File: config.mk
export PLATFORM = sky130hd
export DESIGN_NAME = arb_mux_nx1
export DESIGN_NICKNAME = d
export VERILOG_FILES = /design/src/rtl/arb_mux_nx1.sv
export SDC_FILE = /design/constraint.sdc
export NUM_CORES = 1
export LEC_CHECK = 0
export BUFFER_PORTS_ARGS = -buffer_cell sky130_fd_sc_hd__buf_2
export CAP_MARGIN = 10
export CORE_MARGIN = 2
export CORE_UTILIZATION = 44
export CTS_CLUSTER_DIAMETER = 80
export DETAILED_ROUTE_END_ITERATION = 10
export HOLD_SLACK_MARGIN = 0.12
export PLACE_DENSITY = 0.92
export SLEW_MARGIN = 20
export SYNTH_ARGS = -nofsm -noshare
export SYNTH_HDL_FRONTEND = slang
export SYNTH_SLANG_ARGS = --single-unit
File: constraint.sdc
create_clock -name clk -period 3.7 [get_ports clk]
set_input_delay 0.37 -clock clk [delete_from_list [all_inputs] [get_ports clk]]
set_output_delay 0.37 -clock clk [all_outputs]
set_load 0.03 [all_outputs]
File: src/rtl/arb_mux_nx1.sv
// N:1 valid/ready arbiter-mux (fixed priority, round-robin or external select) into one output register.
// Latency: 1 cycle from input accept to out_valid; one beat per cycle sustained.
// Backpressure: in_ready is only raised when the register is empty or draining this cycle.
module arb_mux_nx1 #(
    parameter int dataWidth = 32,
    parameter int numInputs = 4,
    parameter int selWidth  = $clog2(numInputs),
    parameter int MODE      = 0
) (
    input  logic                           clk,
    input  logic                           rst,
    input  logic [numInputs*dataWidth-1:0] in_data,
    input  logic [numInputs-1:0]           in_valid,
    output logic [numInputs-1:0]           in_ready,
    input  logic [selWidth-1:0]            sel,
    output logic [dataWidth-1:0]           out_data,
    output logic [selWidth-1:0]            out_src,
    output logic                           out_valid,
    input  logic                           out_ready
);

    logic [selWidth-1:0]  r_ptr;
    logic [dataWidth-1:0] r_out_data;
    logic [selWidth-1:0]  r_out_src;
    logic                 r_out_valid;

    logic [numInputs-1:0] w_grant;
    logic                 w_found;
    logic [selWidth-1:0]  w_gidx;
    logic [dataWidth-1:0] w_gdata;
    logic                 w_can_load;
    logic                 w_xfer;

    function automatic int rr_idx(input logic [selWidth-1:0] ptr, input int k);
        int j;
        j = int'(ptr) + k;
        if (j >= numInputs) j = j - numInputs;
        return j;
    endfunction

    always_comb begin
        w_grant = '0;
        w_found = 1'b0;
        case (MODE)
            0: begin
                for (int i = 0; i < numInputs; i++) begin
                    if (!w_found && in_valid[i]) begin
                        w_grant[i] = 1'b1;
                        w_found    = 1'b1;
                    end
                end
            end
            1: begin
                for (int k = 0; k < numInputs; k++) begin
                    if (!w_found && in_valid[rr_idx(r_ptr, k)]) begin
                        w_grant[rr_idx(r_ptr, k)] = 1'b1;
                        w_found                   = 1'b1;
                    end
                end
            end
            default: begin
                // Out-of-range sel matches no channel, so it yields no grant.
                for (int i = 0; i < numInputs; i++) begin
                    if (sel == selWidth'(i) && in_valid[i]) begin
                        w_grant[i] = 1'b1;
                        w_found    = 1'b1;
                    end
                end
            end
        endcase
    end

    always_comb begin
        w_gidx  = '0;
        w_gdata = '0;
        for (int i = 0; i < numInputs; i++) begin
            if (w_grant[i]) begin
                w_gidx  = selWidth'(i);
                w_gdata = in_data[i*dataWidth +: dataWidth];
            end
        end
    end

    assign w_can_load = !r_out_valid || out_ready;
    assign in_ready   = {numInputs{w_can_load & rst}} & w_grant;
    assign w_xfer     = |in_ready;

    always_ff @(posedge clk or negedge rst) begin
        if (!rst) begin
            r_out_data  <= '0;
            r_out_src   <= '0;
            r_out_valid <= 1'b0;
        end else if (w_xfer) begin
            r_out_data  <= w_gdata;
            r_out_src   <= w_gidx;
            r_out_valid <= 1'b1;
        end else if (out_ready) begin
            r_out_valid <= 1'b0;
        end
    end

    // Pointer moves past the winner only when a beat is actually taken.
    always_ff @(posedge clk or negedge rst) begin
        if (!rst) begin
            r_ptr <= '0;
        end else if (w_xfer) begin
            r_ptr <= (w_gidx == selWidth'(numInputs - 1)) ? '0 : w_gidx + selWidth'(1);
        end
    end

    assign out_data  = r_out_data;
    assign out_src   = r_out_src;
    assign out_valid = r_out_valid;

endmodule
# Word-level counts from Yosys, hierarchy flattened
# Index checks and enable logic that the tools add are counted.
dict set report totals {
  mem_bits_rw 0
  output_inout_bits 39
  n_memories 0
  romBits 0
  register_bits 35
  word_cells 30
  latchBits 0
}
dict set report op_classes {
  n_shift 0
  n_mul 0
  magnitude_cmp 0
  reduce_logical 10
  eq_ne 0
  n_mux 15
  bitwise_logic 2
  n_div 0
  addsub 0
}
# cell n
set op_table {}
lappend op_table {{$mux 32} 4}
lappend op_table {{$mux 1} 9}
lappend op_table {{$and 4x4->4} 1}
lappend op_table {{$logic_not 1->1} 4}
lappend op_table {{$mux 2} 2}
lappend op_table {{$reduce_or 4->1} 1}
lappend op_table {{$logic_and 1x1->1} 3}
lappend op_table {{$reduce_bool 2->1} 1}
lappend op_table {{$and 1x1->1} 1}
lappend op_table {{$logic_or 1x1->1} 1}

# Longest topological paths before layout
dict set report logic_depth {
  depth_word 13
  mapped_depth 7
}

# Worst setup path before layout
# Ideal clock, no wire load.
dict set report synth_timing {
  path_kind {input to output}
  start {in in_valid[1]}
  end {out in_ready[3]}
  slack_ns 1.773
  arrival_ns 1.557
  n_path_buf 2
  path_stages 4
  t_required_ns 3.330
  path_cell_list {buf_6 -> nor4b_4 -> buf_6 -> and3_1}
}
dict set report synth_between {
  elab_chain_len 9
}
# element line
set synth_rtl {}
lappend synth_rtl {{from (decl)} 13} ;# input logic [numInputs-1:0] in_valid,
lappend synth_rtl {{$logic_and 1x1->1 *} 47} ;# if (!w_found && in_valid[i]) begin
lappend synth_rtl {{$mux 1 *} 47}
lappend synth_rtl {{$logic_not 1->1} 47}
lappend synth_rtl {{$logic_and 1x1->1} 47}
lappend synth_rtl {{$mux 1 *} 47}
lappend synth_rtl {{$logic_not 1->1 *} 47}
lappend synth_rtl {{$logic_and 1x1->1 *} 47}
lappend synth_rtl {{$mux 1 *} 47}
lappend synth_rtl {{$and 4x4->4 *} 85} ;# assign in_ready = {numInputs{w_can_load & rst}} & w_grant;
lappend synth_rtl {{to (decl)} 14} ;# output logic [numInputs-1:0] in_ready,
# Mark *: on every way between the ends. The rest lies on a longest branch, timed or not.

# Worst setup path in the final report
dict set report layout_timing {
  start {in in_valid[0]}
  end {out in_ready[0]}
}
dict set report layout_between {
  elab_chain_len 2
}
# element line
set layout_rtl {}
lappend layout_rtl {{$mux 1} 47}
lappend layout_rtl {{$and 4x4->4} 85}
# No other way between the ends.

==> flow_metrics.tcl <==
set metrics [dict create \
    min_period_ps 2420 \
    layout_commonest_cell "buf_2" \
    ys_types 27 \
    grt_max_degree 58 \
    drt_iter0_drc 178 \
    r2r-end "out_data[29]" \
    nFillCells 484 \
    postRouteAntennaNets 0 \
    grt_usage 0.261 \
    hold_path.class "in2async" \
    synth_seq_cells 35 \
    r2r_start "out_valid" \
    synth_edf_count 0 \
    slew_violations 0 \
    yosys_warnings 0 \
    wl_per_cell_microns 14.8 \
    syn_nets 434 \
    final_area_sq_mm 0.00331 \
    route.detailed.drc 0 \
    fp.dieH_microns 77.4 \
    core_sq_mm 0.00514 \
    vias 2831 \
    syn_area_per_cell_sq_um 7.98 \
    startpoint_type "primary input" \
    grt_pass1_wl_microns 12600 \
    post_route_cells_drive_above_1_share 0.422 \
    drv_cap 0 \
    dp_hpwl_microns 5750 \
    synth-async-reset-ratio 1.00 \
    ir_worst_vdd_uv 243 \
    gr-total-overflow 0 \
    num_rows 26 \
    power_density_mw_per_mm2 393 \
    yosysSeqAreaShare 0.370 \
    yosys.area.top_type_share 0.370 \
    numPortBuffers 173 \
    arrival_ps 2050 \
    post-synth-top-area-cell "dfrtp_1" \
    num_io_pins 176 \
    yosys-top-cells-area "dfrtp_1 37%, nand2_1 11%, a221o_1 8.0%, a211oi_1 6.0%, nor2_1 5.5%" \
    grt_pass1_vias 2716 \
    path_clk_slew_ps 80 \
    worstMarginPinSlew_ps 1040 \
    cts_sinks 35 \
    die_w_microns 77.4 \
    die_area_sq_mm 0.00599 \
    nNetsFinal 591 \
    worst-path-max-fanout 57 \
    gp_congestion 0.915 \
    first_pass_iters 4 \
    insertion_delay_ps 290 \
    cts_buffer_depth 2 \
    setup_viol 0 \
    reg2reg_depth 5 \
    cts_setup_buffers 0 \
    area_growth_pct 39.7 \
    cts_root_buffer "clkbuf_8" \
    vias_per_cell 5.39 \
    fin_crit_sh 0.653 \
    crit_path_end_kind "output pin" \
    syn_area_sq_mm 0.00237 \
    fin_tns_setup_ps 0 \
    synth_ff_type "dfrtp_1" \
    antenna_found_initial 0 \
    status "finished, final reports clean" \
    dpl-instance-area_sq_mm 0.00321 \
    synthCells 297 \
    initial_core_util 0.461 \
    required_ps 3330 \
    report.final.hold_viol_count 0 \
    cts_inserted_buffers 5 \
    finClkSkew_ps 8.03 \
    most-common-layout-cells "173 x buf_2, 67 x nand2_1, 35 x nor2_1, 35 x dfrtp_1, 22 x inv_1" \
    relSlewSlack 0.309 \
    h-tree-depth 2 \
    cts_hold_buf 0 \
    p_leak_uw 0.00165 \
    antennaDiodeCount 0 \
    cts-resized-gates 0 \
    rsz0062_at_grt "no" \
    setup.worst_path.class "in2out" \
    fmax_ghz 0.414 \
    r2r_slack_ps 2170 \
    drt_wl_total_microns 7740 \
    cts_tree "done" \
]
[cells by family (layout without fill, tap and decap cells)]
family | Yosys count | in the layout | share of synthesized area
buf+inv | 51 | 209 | 0.106
compound gates | 88 | 88 | 0.302
flops | 35 | 35 | 0.370
simple gates | 123 | 123 | 0.223
[critical path, cell delays in order]
cell and delay, ps:
buf_2 770, inv_1 480, nor2_1 190, buf_2 210
[cell usage after synthesis (5+ instances only)]
| library cell | number |
|---|---|
| clkbuf_1 | 13 |
| o22a_1 | 14 |
| nor3_1 | 12 |
| nor2_1 | 35 |
| nand2_1 | 67 |
| dfrtp_1 | 35 |
| a211oi_1 | 19 |
| a221o_1 | 19 |
| a31oi_1 | 19 |
| inv_1 | 22 |
| a221oi_1 | 12 |
| buf_6 | 5 |
| buf_2 | 8 |
[worst max path at each step]
stage	from	to	slack (ps)
final	in_valid[0]	in_ready[0]	1280
after global routing	in_valid[0]	in_ready[0]	1090
after CTS	in_valid[0]	in_ready[0]	1280
after detailed placement	in_valid[0]	out_data[21]	1240
after global placement	in_valid[0]	in_ready[0]	1330
after floorplan	in_valid[1]	in_ready[3]	1770
[where the power goes]
group / switching (uW) / total (uW) / internal [uW]
logic: 318 / 507 / 189
registers: 36.7 / 488 / 451
clock network: 138 / 308 / 170
total: 492 / 1300 / 810
[area by class of cell]
type	count	area (sq um)	share of cell area
multi-input cells	211	1250	0.379
repair buffers	179	911	0.275
flip-flops and latches	35	876	0.265
clock buffers	8	100	0.0302
well taps	70	87.6	0.0265
inverters	22	82.6	0.0249
[sequential cells by signal, summed over array words and instances (netlist names)]
register	count
out_valid	1
out_src	2
out_data	32
[metal layers]
metal / up-vias / GRT usage / wire length [microns] / part of all wire
li1: 1387 / - / - / -
met1: 1304 / 0.322 / 3160 / 0.41
met2: 124 / 0.443 / 3920 / 0.51
met3: 16 / 0.0663 / 515 / 0.067
met4: 0 / 0.0875 / 147 / 0.019
met5: - / 0 / 0 / 0
[metrics by stage]
step	worst slack (ps)	util	power, uW	cells	hold slack [ps]
after global placement	1330	0.625	988	517	441
after global routing	1090	0.644	1380	525	145
after detailed placement	1240	0.625	1000	517	447
final	1280	0.644	1300	525	121
after floorplan	1770	-	813	297	74.4
after CTS	1280	0.644	1310	525	140
No activity file was read; power rests on OpenSTA's default activity.
